--- config.mk ---
export PLATFORM = sky130hd
export DESIGN_NAME = alu_result_stage
export DESIGN_NICKNAME = d
export VERILOG_FILES = /design/src/rtl/alu_stage_pkg.sv /design/src/rtl/branch_eval.sv /design/src/rtl/alu_result_stage.sv
export SDC_FILE = /design/constraint.sdc
export NUM_CORES = 1
export LEC_CHECK = 0
export ABC_AREA = 0
export CORE_UTILIZATION = 43
export CTS_CLUSTER_SIZE = 14
export DETAILED_ROUTE_END_ITERATION = 8
export PLACE_DENSITY = 0.75
export SLEW_MARGIN = 10
export SYNTH_ARGS = -nofsm -noshare
export SYNTH_HDL_FRONTEND = slang
export SYNTH_SLANG_ARGS = --single-unit
--- constraint.sdc ---
create_clock -name clk -period 5 [get_ports clk]
set_input_delay 1.5 -clock clk [delete_from_list [all_inputs] [get_ports clk]]
set_output_delay 1.5 -clock clk [all_outputs]
set_load 0.03 [all_outputs]
--- src/rtl/alu_stage_pkg.sv ---
// +------------------------------------------------------------------+
// | alu_stage_pkg: shared types and constants for the ALU result     |
// | stage (branch condition codes, ALU flag layout).                 |
// | Revision: 1.0                                                    |
// +------------------------------------------------------------------+
`default_nettype none

package alu_stage_pkg;

  typedef enum logic [2:0] {
    BR_NONE   = 3'd0,
    BR_EQ     = 3'd1,
    BR_NE     = 3'd2,
    BR_LT     = 3'd3,
    BR_GE     = 3'd4,
    BR_GT     = 3'd5,
    BR_LE     = 3'd6,
    BR_ALWAYS = 3'd7
  } br_op_t;

  typedef struct packed {
    logic overflow;
    logic negative;
    logic zero;
    logic equal;
    logic greater;
    logic less;
  } alu_flags_t;

  localparam int c_flags_w     = 6;
  localparam int c_flag_less   = 0;
  localparam int c_flag_gt     = 1;
  localparam int c_flag_eq     = 2;
  localparam int c_flag_zero   = 3;
  localparam int c_flag_neg    = 4;
  localparam int c_flag_ovf    = 5;

endpackage

`default_nettype wire

--- src/rtl/branch_eval.sv ---
// +------------------------------------------------------------------+
// | branch_eval: combinational branch decision from a condition code |
// | and the ALU compare flags.                                       |
// | Revision: 1.0                                                    |
// +------------------------------------------------------------------+
`default_nettype none

module branch_eval
  import alu_stage_pkg::*;
(
  input  br_op_t     br_op,
  input  alu_flags_t flags,
  output logic       taken
);

  logic [c_flags_w-1:0] w_f;
  logic                 w_unused_flags;

  assign w_f            = flags;
  // Only the compare flags take part in the decision.
  assign w_unused_flags = ^{w_f[c_flag_ovf], w_f[c_flag_neg], w_f[c_flag_zero]};

  always_comb begin
    taken = 1'b0;
    case (br_op)
      BR_NONE:   taken = 1'b0;
      BR_EQ:     taken = w_f[c_flag_eq];
      BR_NE:     taken = ~w_f[c_flag_eq];
      BR_LT:     taken = w_f[c_flag_less];
      BR_GE:     taken = ~w_f[c_flag_less];
      BR_GT:     taken = w_f[c_flag_gt];
      BR_LE:     taken = ~w_f[c_flag_gt];
      BR_ALWAYS: taken = 1'b1;
      default:   taken = 1'b0;
    endcase
  end

endmodule

`default_nettype wire

--- src/rtl/alu_result_stage.sv ---
// +------------------------------------------------------------------+
// | alu_result_stage: FIFO skid buffer after the ALU with per-entry  |
// | branch decision. Optional macro: ALU_STAGE_OVF_TRAP_EN.          |
// | Revision: 1.0                                                    |
// +------------------------------------------------------------------+
`default_nettype none

module alu_result_stage
  import alu_stage_pkg::*;
#(
  parameter int DATA_W = 64,
  parameter int DEPTH  = 2,
  parameter int RD_W   = 5
) (
  input  logic                 clk,
  input  logic                 rst_n,
  input  logic                 flush,
  input  logic                 in_valid,
  output logic                 in_ready,
  input  logic [DATA_W-1:0]    in_result,
  input  logic [c_flags_w-1:0] in_flags,
  input  logic [2:0]           in_br_op,
  input  logic [RD_W-1:0]      in_rd,
  input  logic                 in_wb_en,
  output logic                 out_valid,
  input  logic                 out_ready,
  output logic [DATA_W-1:0]    out_result,
  output logic [c_flags_w-1:0] out_flags,
  output logic [RD_W-1:0]      out_rd,
  output logic                 out_wb_en,
  output logic                 out_br_taken,
  output logic                 ovf_trap,
  input  logic                 ovf_clear
);

  localparam int c_addr_w = $clog2(DEPTH);
  localparam int c_cnt_w  = c_addr_w + 1;

  logic [c_cnt_w-1:0]   r_count;
  logic [c_addr_w-1:0]  r_wr_ptr;
  logic [c_addr_w-1:0]  r_rd_ptr;

  logic [DATA_W-1:0]    r_result  [DEPTH];
  logic [c_flags_w-1:0] r_flags   [DEPTH];
  logic [RD_W-1:0]      r_rd      [DEPTH];
  logic                 r_wb_en   [DEPTH];
  logic                 r_br      [DEPTH];

  logic w_push;
  logic w_pop;
  logic w_valid;
  logic w_taken;
  logic w_wb_en_store;

  assign w_valid  = (r_count != '0);
  assign in_ready = (r_count < c_cnt_w'(DEPTH));
  assign w_push   = in_valid & in_ready;
  assign w_pop    = w_valid & out_ready;

  branch_eval u_branch_eval (
    .br_op (br_op_t'(in_br_op)),
    .flags (alu_flags_t'(in_flags)),
    .taken (w_taken)
  );

  always_ff @(posedge clk or negedge rst_n) begin
    if (!rst_n) begin
      r_count  <= '0;
      r_wr_ptr <= '0;
      r_rd_ptr <= '0;
    end else if (flush) begin
      r_count  <= '0;
      r_wr_ptr <= '0;
      r_rd_ptr <= '0;
    end else begin
      if (w_push) r_wr_ptr <= r_wr_ptr + 1'b1;
      if (w_pop)  r_rd_ptr <= r_rd_ptr + 1'b1;
      case ({w_push, w_pop})
        2'b10:   r_count <= r_count + 1'b1;
        2'b01:   r_count <= r_count - 1'b1;
        default: r_count <= r_count;
      endcase
    end
  end

  // A write during flush is harmless: the write pointer does not advance.
  always_ff @(posedge clk) begin
    if (w_push) begin
      r_result[r_wr_ptr] <= in_result;
      r_flags[r_wr_ptr]  <= in_flags;
      r_rd[r_wr_ptr]     <= in_rd;
      r_wb_en[r_wr_ptr]  <= w_wb_en_store;
      r_br[r_wr_ptr]     <= w_taken;
    end
  end

  assign out_valid    = w_valid;
  assign out_result   = w_valid ? r_result[r_rd_ptr] : '0;
  assign out_flags    = w_valid ? r_flags[r_rd_ptr]  : '0;
  assign out_rd       = w_valid ? r_rd[r_rd_ptr]     : '0;
  assign out_wb_en    = w_valid & r_wb_en[r_rd_ptr];
  assign out_br_taken = w_valid & r_br[r_rd_ptr];

`ifdef ALU_STAGE_OVF_TRAP_EN
  logic r_ovf_trap;
  logic w_ovf_set;

  assign w_ovf_set     = w_push & in_flags[c_flag_ovf] & in_wb_en;
  assign w_wb_en_store = in_wb_en & ~in_flags[c_flag_ovf];
  assign ovf_trap      = r_ovf_trap;

  // Clear takes priority over a set in the same cycle.
  always_ff @(posedge clk or negedge rst_n) begin
    if (!rst_n) begin
      r_ovf_trap <= 1'b0;
    end else if (ovf_clear) begin
      r_ovf_trap <= 1'b0;
    end else if (w_ovf_set) begin
      r_ovf_trap <= 1'b1;
    end
  end
`else
  logic w_unused_ovf_clear;

  assign w_unused_ovf_clear = ovf_clear;
  assign w_wb_en_store      = in_wb_en;
  assign ovf_trap           = 1'b0;
`endif

endmodule

`default_nettype wire

### Word level (Yosys, flattened, before mapping)

Memory sizes are Yosys's and may differ from the RTL's.
Index checks and enable logic that the tools add are counted.

* $add $sub $neg: 4
* shift-type cells: 0
* magnitude comparators: 1
* divide/modulo/power cells: 0
* eq/ne operators: 9
* reduce and logical (&&, ||, !) cells: 5
* bitwise gates (word level): 7
* multiplexer cells: 12
* $mul: 0

Operator list (number)
* $mux 64: 1
* $eq 3x3->1 const B: 4
* $pmux 1 s8: 1
* $eq 3x2->1 const B: 2
* $mux 1: 6
* $mux 6: 1
* $reduce_bool 2->1: 3
* $mux 5: 1
* $and 1x1->1: 4
* $pmux 2 s2: 1
* $eq 3x1->1 const B: 1
* $logic_not 3->1: 1
* $not 1->1: 3
* $reduce_bool 3->1: 1
* $add 1x1->1 const B: 2
* $add 2x1->2 const B: 1
* $eq 2x1->1 const B: 1
* $eq 2x2->1 const B: 1
* $lt 2x2->1 const B: 1
* $mux 2: 1
* $sub 2x1->2 const B: 1

* bits in latches: 0
* word-level logic and storage cells: 46
* input port bits: 85
* memories kept: 5
* bits in read-only memories: 0
* bits in registers: 4
* output and inout bits: 80
* memory bits (writable): 154

Memories
* r_result: words 2, width 64, read ports 1, clocked after memory_dff 0, write ports 1, line alu_result_stage.sv:43 `logic [DATA_W-1:0] r_result [DEPTH];`
* r_flags: words 2, width 6, read ports 1, clocked after memory_dff 0, write ports 1, line alu_result_stage.sv:44 `logic [c_flags_w-1:0] r_flags [DEPTH];`
* r_rd: words 2, width 5, read ports 1, clocked after memory_dff 0, write ports 1, line alu_result_stage.sv:45 `logic [RD_W-1:0] r_rd [DEPTH];`
* r_br: words 2, width 1, read ports 1, clocked after memory_dff 0, write ports 1, line alu_result_stage.sv:47 `logic r_br [DEPTH];`
* r_wb_en: words 2, width 1, read ports 1, clocked after memory_dff 0, write ports 1, line alu_result_stage.sv:46 `logic r_wb_en [DEPTH];`

### Logic depth before layout (Yosys ltp)

Gate-level depths: netlist of run 1.

* depth in word-level cells: 5
* mapped depth: 5
* depth with buffers taken out: 3

### Modules after synthesis

Synthesis of run 1 repeated with hierarchy kept, for this count alone.

* cells, all modules: 361
* area, all modules: 6108.4 µm²

Modules (own cells, without submodules)
* alu_result_stage: times used 1, cells an instance 352, area an instance 6052.1 µm²
* branch_eval: times used 1, cells an instance 9, area an instance 56.3 µm²

### Worst setup path before layout of run 1

OpenSTA, ideal clock, no wires.

* path kind: input to register
* start point: in in_valid
* end point: mem r_br[0] (enable)
* path slack: -697 ps
* arrival: 5175 ps
* stages: 2
* cells stage by stage: nor2b_1 nor2b_1

* word-level cells in the longest chain between the ends: 3

RTL lines
* start, declared: line alu_result_stage.sv:18 `input logic in_valid,`
* $and 1x1->1: line alu_result_stage.sv:57 `assign w_push = in_valid & in_ready;`
* $mux 1: line alu_result_stage.sv:88 `if (w_push) begin`
* $mux 1 (not written as such): line alu_result_stage.sv:93 `r_br[r_wr_ptr] <= w_taken;`
* end, declared: line alu_result_stage.sv:47

Every way passes these cells.

### Final worst setup path of run 1

* start point: reg r_rd_ptr
* end point: out out_flags[4]

* word-level cells in the longest chain between the ends: 2

RTL lines
* start, declared: line alu_result_stage.sv:41 `logic [c_addr_w-1:0] r_rd_ptr;`
* start signal, assigned: line alu_result_stage.sv:77 `if (w_pop) r_rd_ptr <= r_rd_ptr + 1'b1;`
* $mem_v2 2x6
* $mux 6: line alu_result_stage.sv:99 `assign out_flags = w_valid ? r_flags[r_rd_ptr] : '0;`
* end, declared: line alu_result_stage.sv:28 `output logic [c_flags_w-1:0] out_flags,`

Every way passes these cells.

==> flow_summary.html, run 1 <==
<table>
<tr><th>Metric</th><th>Value</th></tr>
<tr><th colspan="2">Die</th></tr>
<tr><td>Total number of placement rows</td><td>43</td></tr>
<tr><td>Initial core utilization</td><td>0.4399</td></tr>
<tr><td>Total Die Area</td><td>14,680 um^2</td></tr>
<tr><td>Width of the die</td><td>around 120 um</td></tr>
<tr><td>DIE HEIGHT</td><td>121.2 um</td></tr>
<tr><td>Top-level I/O count</td><td>around 170</td></tr>
<tr><td>Area of the core region</td><td>about 14,000 um^2</td></tr>
<tr><th colspan="2">STA</th></tr>
<tr><td>Finish-stage setup viols</td><td>0</td></tr>
<tr><td>Hold_ws</td><td>between 600 and 700 ps</td></tr>
<tr><td>Final hold violation count</td><td>0</td></tr>
<tr><td>Final setup skew</td><td>5.921 ps</td></tr>
<tr><td>Period utilisation layout</td><td>0.7981</td></tr>
<tr><td>Upper clock frequency limit</td><td>around 250 MHz</td></tr>
<tr><td>Actual transition at the worst max-transition pin</td><td>between 600 and 700 ps</td></tr>
<tr><td>Slew Limit Headroom</td><td>0.5352</td></tr>
<tr><td>Final Critical Period</td><td>~4000 ps</td></tr>
<tr><td>Final total negative setup slack</td><td>0 ps</td></tr>
<tr><td>RSZ-0062 raised after global routing</td><td>no</td></tr>
<tr><td>Number of max-slew violations in the final report</td><td>0</td></tr>
<tr><th colspan="2">CTS</th></tr>
<tr><td>Clock tree from TritonCTS</td><td>done</td></tr>
<tr><td>Register clock-pin slew on the reported worst setup and hold paths</td><td>about 60 ps</td></tr>
<tr><td>Cts repair resizes</td><td>0</td></tr>
<tr><td>Clk buf depth</td><td>2</td></tr>
<tr><td>Depth of the CTS H-tree</td><td>4</td></tr>
<tr><td>Skew-Pair Late Insertion Delay</td><td>~400 ps</td></tr>
<tr><td>CTS Buf Count</td><td>17</td></tr>
<tr><td>Hold-fix buffers at CTS</td><td>0</td></tr>
<tr><td>Setup bufs post-CTS</td><td>0</td></tr>
<tr><td>Clock root buffer</td><td>sky130_fd_sc_hd__clkbuf_16</td></tr>
<tr><td>Sinks on the clock net</td><td>about 160</td></tr>
<tr><th colspan="2">Synthesis</th></tr>
<tr><td>Number of instances in the synthesized netlist</td><td>360</td></tr>
<tr><td>Cell types with the largest area share after synthesis</td><td>sky130_fd_sc_hd__edfxtp_1 76%, sky130_fd_sc_hd__mux2i_1 13%, sky130_fd_sc_hd__nor2_1 5.0%</td></tr>
<tr><td>Synth cell count leaders</td><td>154 x sky130_fd_sc_hd__edfxtp_1, 82 x sky130_fd_sc_hd__nor2_1, 77 x sky130_fd_sc_hd__mux2i_1, 8 x sky130_fd_sc_hd__buf_4, 6 x sky130_fd_sc_hd__buf_2</td></tr>
<tr><td>Total standard cell area after synthesis</td><td>roughly 6000 um^2</td></tr>
<tr><td>Synthesized area per cell</td><td>about 17 um^2</td></tr>
<tr><td>Most used DFF post-synth</td><td>sky130_fd_sc_hd__edfxtp_1</td></tr>
<tr><td>Number of register bits inferred by synthesis</td><td>158</td></tr>
<tr><td>Cell type contributing the most total cell area after synthesis</td><td>sky130_fd_sc_hd__edfxtp_1</td></tr>
<tr><td>Top-count cell post-synth</td><td>sky130_fd_sc_hd__edfxtp_1</td></tr>
<tr><td>Yosys synthesis warning count</td><td>0</td></tr>
<tr><td>Number of distinct standard cells referenced by the synthesized netlist</td><td>25</td></tr>
<tr><td>Post-synth EDFFs</td><td>154</td></tr>
<tr><td>Share of flip-flops with an asynchronous set or reset</td><td>0.02532</td></tr>
<tr><td>Net count of the mapped netlist</td><td>approximately 450</td></tr>
<tr><td>Area share of the largest cell type after synthesis</td><td>0.7574</td></tr>
<tr><td>Share of the yosys chip area belonging to registers</td><td>0.7738</td></tr>
<tr><th colspan="2">Global routing</th></tr>
<tr><td>Initial antenna violation count</td><td>0</td></tr>
<tr><td>Aggregate global routing overflow</td><td>0</td></tr>
<tr><td>Wire length of the first global-routing pass</td><td>~18,000 um</td></tr>
<tr><td>Pin count of the biggest net entering global routing</td><td>78</td></tr>
<tr><td>Number of global-route vias before repair</td><td>~3.6k</td></tr>
<tr><td>Aggregate global-route resource usage</td><td>0.1612</td></tr>
<tr><th colspan="2">Route</th></tr>
<tr><td>Via density per instance</td><td>about 4.9</td></tr>
<tr><td>Number of DRC violations after detailed-routing iteration 0</td><td>between 100 and 150</td></tr>
<tr><td>Length of the first detailed-routing pass in iterations</td><td>4</td></tr>
<tr><td>Detailed-route wire length per cell</td><td>between 15 and 20 um</td></tr>
<tr><td>Routed wire length</td><td>11,320 um</td></tr>
<tr><td># DRC</td><td>0</td></tr>
<tr><td>Number of vias after detailed routing</td><td>around 3.5k</td></tr>
<tr><td>ANT nets after route</td><td>0</td></tr>
<tr><th colspan="2">Power and ir drop</th></tr>
<tr><td>Sequential group share of total power</td><td>0.465</td></tr>
<tr><td>Net switching power figure</td><td>about 0.00076 W</td></tr>
<tr><td>Share of power burned in the clock network</td><td>0.400</td></tr>
<tr><td>Leakage component of the power</td><td>~2.9 nW</td></tr>
<tr><td>Combinational Power Share</td><td>0.135</td></tr>
<tr><td>Pwr dens</td><td>397.6 nW/um^2</td></tr>
<tr><td>Internal power contribution</td><td>~0.0026 W</td></tr>
<tr><td>Peak supply drop</td><td>between 0.2 and 0.3 mV</td></tr>
<tr><td>Proportion of total power due to net switching</td><td>0.2241</td></tr>
<tr><th colspan="2">Critical path</th></tr>
<tr><td>Required time reported for the critical path endpoint</td><td>3500 ps</td></tr>
<tr><td>Crit Path Class</td><td>reg2out</td></tr>
<tr><td>Launching element type of the critical path</td><td>flip-flop</td></tr>
<tr><td>Last element of the critical path</td><td>out_flags[4]</td></tr>
<tr><td>Largest stage delay on the critical path</td><td>700 ps</td></tr>
<tr><td>Arrival time of data at the critical path endpoint</td><td>2490 ps</td></tr>
<tr><td>FF-to-FF End</td><td>r_result[0][18]</td></tr>
<tr><td>Worst setup path start</td><td>r_rd_ptr</td></tr>
<tr><td>Ordered cell list for the critical path</td><td>buf_4 -&gt; mux2i_1 -&gt; nor2_1 -&gt; clkdlybuf4s50_1</td></tr>
<tr><td>Capturing element type of the critical path</td><td>output port</td></tr>
<tr><td>Reg2reg start</td><td>r_count[1]</td></tr>
<tr><td>Depth of the worst register-to-register path</td><td>3</td></tr>
<tr><td>Max Fanout on Critical Path</td><td>21</td></tr>
<tr><td>R2R Setup Slk</td><td>between 3000 and 4000 ps</td></tr>
<tr><td>Slowest stage cell on the critical path</td><td>sky130_fd_sc_hd__clkdlybuf4s50_1</td></tr>
<tr><th colspan="2">Outcome</th></tr>
<tr><td>Run status</td><td>finished clean</td></tr>
<tr><th colspan="2">Placement</th></tr>
<tr><td># placed instances</td><td>slightly below 700</td></tr>
<tr><td>Global placer's final weighted congestion</td><td>about 0.73</td></tr>
<tr><td>Detail Placement HPWL</td><td>7066 um</td></tr>
<tr><td>Number of port buffers</td><td>162</td></tr>
<tr><th colspan="2">Final layout</th></tr>
<tr><td>Final-stage net count</td><td>~610</td></tr>
<tr><td>Sequential cell area</td><td>4728 um^2</td></tr>
<tr><td>Number of antenna cells inserted</td><td>0</td></tr>
<tr><td>Post-layout instance count excluding filler cells</td><td>roughly 720</td></tr>
<tr><td>Fillcell total</td><td>between 1k and 1.5k</td></tr>
<tr><td>Fraction of layout cells with a size suffix above 1</td><td>0.06827</td></tr>
<tr><td>Synth-to-layout area growth</td><td>40.00%</td></tr>
<tr><td>Area used by multi-input combinational logic</td><td>between 1000 and 1500 um^2</td></tr>
<tr><th colspan="2">Flow run</th></tr>
<tr><td>Count of maximum capacitance violations</td><td>0</td></tr>
<tr><th colspan="2">Worst hold path</th></tr>
<tr><td>Worst hold-check path type</td><td>reg2reg</td></tr>
</table>
==> registers in the layout, summed over array words and instances (netlist names) <==
| register | cells |
|---|---|
| r_br | 2 |
| r_rd_ptr | 1 |
| r_result | 128 |
| r_count | 2 |
| r_rd | 10 |
| r_wb_en | 2 |
| r_flags | 12 |
| r_wr_ptr | 1 |
==> stage by stage <==
step | area (um^2) | power [W] | setup WS, ps | util
CTS | 8548 | 0.003437 | 960.9 | 0.6158
detailed placement | 7920 | 0.002072 | 1421 | 0.5706
floorplan | 6108 | 0.001864 | 772.6 | -
global route | 8548 | 0.003520 | 866.8 | 0.6158
finish | 8548 | 0.003399 | 1010 | 0.6158
global placement | 7920 | 0.002059 | 1441 | 0.5706
==> kinds of logic (layout without fill, tap and decap cells) <==
group           count (synthesis)  in the layout  synth area share
compound gates                  7              7          0.007583
xor+xnor                        3              3          0.004304
buf+inv                        21            203           0.02582
flops                         158            158            0.7738
mux                            77             77            0.1262
other cells                     1              1         0.0006142
simple gates                   93             93           0.06168
==> worst max-delay path: cells and delay by family (launching register included) <==
family	cells	cell delay [ps]
buffers and inverters	2	1110
DFF	1	670
muxes	1	120
and+or+nand+nor	1	150
==> power groups by stage <==
stage	registers (W)	logic, W	clock network [W]
finish	0.00158	0.000459	0.00136
global route	0.00159	0.000490	0.00144
CTS	0.00158	0.000465	0.00139
detailed placement	0.00161	0.000463	0
global placement	0.00160	0.000455	0
floorplan	0.00160	0.000263	0
==> worst min-delay path by stage <==
stage          endpoint  slack [ps]  depth (start not counted)  startpoint
6_report       r_wr_ptr         630                          2    r_wr_ptr
5_1_grt        r_wr_ptr         680                          2    r_wr_ptr
4_1_cts        r_wr_ptr         640                          2    r_wr_ptr
3_5_place_dp   r_wr_ptr         620                          2    r_wr_ptr
3_3_place_gp   r_wr_ptr         600                          2    r_wr_ptr
2_1_floorplan  r_wr_ptr         540                          2    r_wr_ptr
==> cell type report <==
cell class / count / share of cell area
tap: 180 / 0.02635
timing repair buffer: 168 / 0.2008
sequential: 158 / 0.5531
inverter: 3 / 0.001317
clock inverter: 13 / 0.02283
multi-input combinational: 181 / 0.1449
clock buffer: 19 / 0.05064
==> routing by layer <==
metal / part of all wire / wire length [um] / global-route usage
met3: 0.051 / 582 / 0.04417
met1: 0.42 / 4717 / 0.1871
met5: 0 / 0 / 0
met4: 0.020 / 224 / 0.08025
met2: 0.51 / 5797 / 0.2739
==> cells in the final DEF (no fill, tap or decap), types with 2 or more instances in the layout <==
| cell type | Yosys | final |
|---|---|---|
| sky130_fd_sc_hd__clkdlybuf4s50_1 | 0 | 162 |
| sky130_fd_sc_hd__edfxtp_1 | 154 | 154 |
| sky130_fd_sc_hd__nor2_1 | 82 | 82 |
| sky130_fd_sc_hd__mux2i_1 | 77 | 77 |
| sky130_fd_sc_hd__clkbuf_16 | 0 | 17 |
| sky130_fd_sc_hd__bufinv_16 | 0 | 5 |
| sky130_fd_sc_hd__buf_12 | 0 | 4 |
| sky130_fd_sc_hd__nand3_1 | 3 | 3 |
| sky130_fd_sc_hd__inv_1 | 3 | 3 |
| sky130_fd_sc_hd__clkinv_1 | 0 | 3 |
| sky130_fd_sc_hd__dfrtp_1 | 4 | 3 |
| sky130_fd_sc_hd__nand2b_1 | 2 | 2 |
| sky130_fd_sc_hd__xor2_1 | 2 | 2 |
| sky130_fd_sc_hd__o21ai_0 | 2 | 2 |
| sky130_fd_sc_hd__clkinv_2 | 0 | 2 |
| sky130_fd_sc_hd__clkinvlp_4 | 0 | 2 |
| sky130_fd_sc_hd__clkbuf_1 | 0 | 2 |
| sky130_fd_sc_hd__buf_4 | 8 | 2 |
Note: power is estimated with default switching activity, not from simulation.
==> inputs of run 2 (changes only) <==
- clock period: 5 -> 3.3 ns (I/O delays scaled with it)
==> flow_summary.html, run 2 (synthesis results as in run 1) <==
<table>
<tr><th>Metric</th><th>Value</th></tr>
<tr><th colspan="2">Global routing</th></tr>
<tr><td>Wire length of the first global-routing pass</td><td>17,460 um</td></tr>
<tr><td>Aggregate global-route resource usage</td><td>0.1602</td></tr>
<tr><td>Aggregate global routing overflow</td><td>0</td></tr>
<tr><td>Number of global-route vias before repair</td><td>3,474</td></tr>
<tr><td>Pin count of the biggest net entering global routing</td><td>a little under 80</td></tr>
<tr><td>Initial antenna violation count</td><td>0</td></tr>
<tr><th colspan="2">Placement</th></tr>
<tr><td>Global placer's final weighted congestion</td><td>about 0.7</td></tr>
<tr><td>Detail Placement HPWL</td><td>~7000 um</td></tr>
<tr><td>Standard cell area after detailed placement</td><td>7968 um^2</td></tr>
<tr><td>Number of port buffers</td><td>between 150 and 200</td></tr>
<tr><td>Post-place setup slack</td><td>~450 ps</td></tr>
<tr><th colspan="2">Route</th></tr>
<tr><td>Length of the first detailed-routing pass in iterations</td><td>4</td></tr>
<tr><td># DRC</td><td>0</td></tr>
<tr><td>Via density per instance</td><td>4.894</td></tr>
<tr><td>Number of DRC violations after detailed-routing iteration 0</td><td>around 160</td></tr>
<tr><td>Number of vias after detailed routing</td><td>roughly 3.6k</td></tr>
<tr><td>ANT nets after route</td><td>0</td></tr>
<tr><td>Detailed-route wire length per cell</td><td>~16 um</td></tr>
<tr><td>Routed wire length</td><td>~11,000 um</td></tr>
<tr><th colspan="2">Final layout</th></tr>
<tr><td>Fillcell total</td><td>between 1k and 1.5k</td></tr>
<tr><td>Reg with most FFs</td><td>r_result</td></tr>
<tr><td>Synth-to-layout area growth</td><td>40.00%</td></tr>
<tr><td>Leading cell type in the layout, fill and taps excluded</td><td>sky130_fd_sc_hd__clkdlybuf4s50_1</td></tr>
<tr><td>Commonest non-fill, non-tap cells in the layout</td><td>162 x sky130_fd_sc_hd__clkdlybuf4s50_1, 154 x sky130_fd_sc_hd__edfxtp_1, 82 x sky130_fd_sc_hd__nor2_1</td></tr>
<tr><td>Number of antenna cells inserted</td><td>0</td></tr>
<tr><td>Non-Filler Cell Area, Final</td><td>8548 um^2</td></tr>
<tr><td>Fraction of layout cells with a size suffix above 1</td><td>0.07847</td></tr>
<tr><td>Flip-flop count of the largest register, all copies and words added</td><td>128</td></tr>
<tr><td>Area used by multi-input combinational logic</td><td>1239 um^2</td></tr>
<tr><td>Final-stage net count</td><td>620</td></tr>
<tr><td>Top flop regs</td><td>r_result (128), r_flags (12), r_rd (10)</td></tr>
<tr><td>Utilization of the core after routing</td><td>0.6158</td></tr>
<tr><td>Sequential cell area</td><td>about 4700 um^2</td></tr>
<tr><th colspan="2">Die</th></tr>
<tr><td>Total Die Area</td><td>~15,000 um^2</td></tr>
<tr><td>Initial core utilization</td><td>0.4399</td></tr>
<tr><td>Width of the die</td><td>121.2 um</td></tr>
<tr><td>Top-level I/O count</td><td>165</td></tr>
<tr><td>Area of the core region</td><td>between 10,000 and 15,000 um^2</td></tr>
<tr><td>DIE HEIGHT</td><td>around 120 um</td></tr>
<tr><td>Total number of placement rows</td><td>between 40 and 50</td></tr>
<tr><th colspan="2">CTS</th></tr>
<tr><td>Depth of the CTS H-tree</td><td>4</td></tr>
<tr><td>Cts repair resizes</td><td>0</td></tr>
<tr><td>Clock root buffer</td><td>sky130_fd_sc_hd__clkbuf_16</td></tr>
<tr><td>Sinks on the clock net</td><td>roughly 160</td></tr>
<tr><td>Register clock-pin slew on the reported worst setup and hold paths</td><td>approximately 60 ps</td></tr>
<tr><td>Skew-Pair Late Insertion Delay</td><td>~410 ps</td></tr>
<tr><td>Clock tree from TritonCTS</td><td>done</td></tr>
<tr><td>CTS Buf Count</td><td>17</td></tr>
<tr><td>Clk buf depth</td><td>2</td></tr>
<tr><th colspan="2">STA</th></tr>
<tr><td>Period utilisation layout</td><td>0.9620</td></tr>
<tr><td>Post-route worst setup slack</td><td>125.3 ps</td></tr>
<tr><td>Finish-stage setup viols</td><td>0</td></tr>
<tr><td>Final Critical Period</td><td>about 3200 ps</td></tr>
<tr><td>Upper clock frequency limit</td><td>about 310 MHz</td></tr>
<tr><td>Final total negative setup slack</td><td>0 ps</td></tr>
<tr><td>Final hold violation count</td><td>0</td></tr>
<tr><td>Number of max-slew violations in the final report</td><td>0</td></tr>
<tr><td>Final setup skew</td><td>roughly 6.3 ps</td></tr>
<tr><td>RSZ-0062 raised after global routing</td><td>no</td></tr>
<tr><th colspan="2">Critical path</th></tr>
<tr><td>Arrival time of data at the critical path endpoint</td><td>between 2000 and 2500 ps</td></tr>
<tr><td>Required time reported for the critical path endpoint</td><td>approximately 2300 ps</td></tr>
<tr><td>Launching element type of the critical path</td><td>flip-flop</td></tr>
<tr><td>Slowest stage cell on the critical path</td><td>sky130_fd_sc_hd__clkdlybuf4s50_1</td></tr>
<tr><td>Max Fanout on Critical Path</td><td>26</td></tr>
<tr><td>Crit Path Class</td><td>reg2out</td></tr>
<tr><td>Largest stage delay on the critical path</td><td>about 700 ps</td></tr>
<tr><td>Capturing element type of the critical path</td><td>output port</td></tr>
<tr><td>Ordered cell list for the critical path</td><td>buf_12 -&gt; mux2i_1 -&gt; nor2_1 -&gt; clkdlybuf4s50_1</td></tr>
<tr><th colspan="2">Flow run</th></tr>
<tr><td>Count of maximum capacitance violations</td><td>0</td></tr>
<tr><th colspan="2">Worst hold path</th></tr>
<tr><td>Worst hold-check path type</td><td>reg2reg</td></tr>
<tr><th colspan="2">Power and ir drop</th></tr>
<tr><td>Peak supply drop</td><td>0.3982 mV</td></tr>
<tr><td>Pwr dens</td><td>roughly 580 nW/um^2</td></tr>
<tr><td>Leakage component of the power</td><td>2.863 nW</td></tr>
<tr><th colspan="2">Outcome</th></tr>
<tr><td>Run status</td><td>finished clean</td></tr>
</table>
[run 2: final timing paths]
check | endpoint | cells after the start | slack (ps) | start
setup reg to reg | r_result[1][24] | 3 | 1510 | r_count[1]
min in group asynchronous | r_wr_ptr | 1 | 780 | rst_n
hold reg to reg | r_wr_ptr | 2 | 630 | r_wr_ptr
setup / recovery | out_rd[2] | 4 | 130 | r_rd_ptr
max in group asynchronous | r_rd_ptr | 1 | 2330 | rst_n
hold / removal | r_wr_ptr | 2 | 630 | r_wr_ptr
[run 2: what timing repair did]
| item | in CTS | in global routing |
|---|---|---|
| hold buffers | 0 | 0 |
| buffers inserted | 3 | 0 |
| setup endpoints to repair | 4 | 0 |
[run 2: critical path, delay by kind of cell, from the launching register on]
family / cells / cell delay, ps
buf+inv: 2 / 910
flops: 1 / 560
mux: 1 / 130
simple gates: 1 / 160
[run 2: area by class of cell]
class,instances,share of cell area
clock inverters,12,0.01420
multi-input cells,181,0.1449
clock buffers,20,0.05108
repair buffers,174,0.2090
inverters,3,0.001317
well taps,180,0.02635
flip-flops and latches,158,0.5531
[run 2: per-layer routing]
metal | vias to the layer above | share of wire | global-route usage
met5 | - | 0 | 0
met4 | 0 | 0.017 | 0.07485
met3 | 16 | 0.065 | 0.04887
met2 | 127 | 0.49 | 0.2650
met1 | 1735 | 0.43 | 0.1910
li1 | 1685 | - | -
[run 2: where the power goes]
part           total (W)  internal (W)  switching [W]  leakage, nW
Clock            0.00183       0.00110       0.000728        0.273
Combinational   0.000717      0.000322       0.000395         1.10
Sequential       0.00239       0.00235      0.0000354         1.49
Total            0.00494       0.00378        0.00116         2.86
[run 2: metrics by stage]
step | total power, W | hold slack (ps) | std cells
finish | 0.004938 | 631.4 | 728
global route | 0.005120 | 675.8 | 728
CTS | 0.004987 | 636.1 | 728
detailed placement | 0.003150 | 619.7 | 693
global placement | 0.003134 | 608.5 | 693
floorplan | 0.002820 | 576.5 | 360
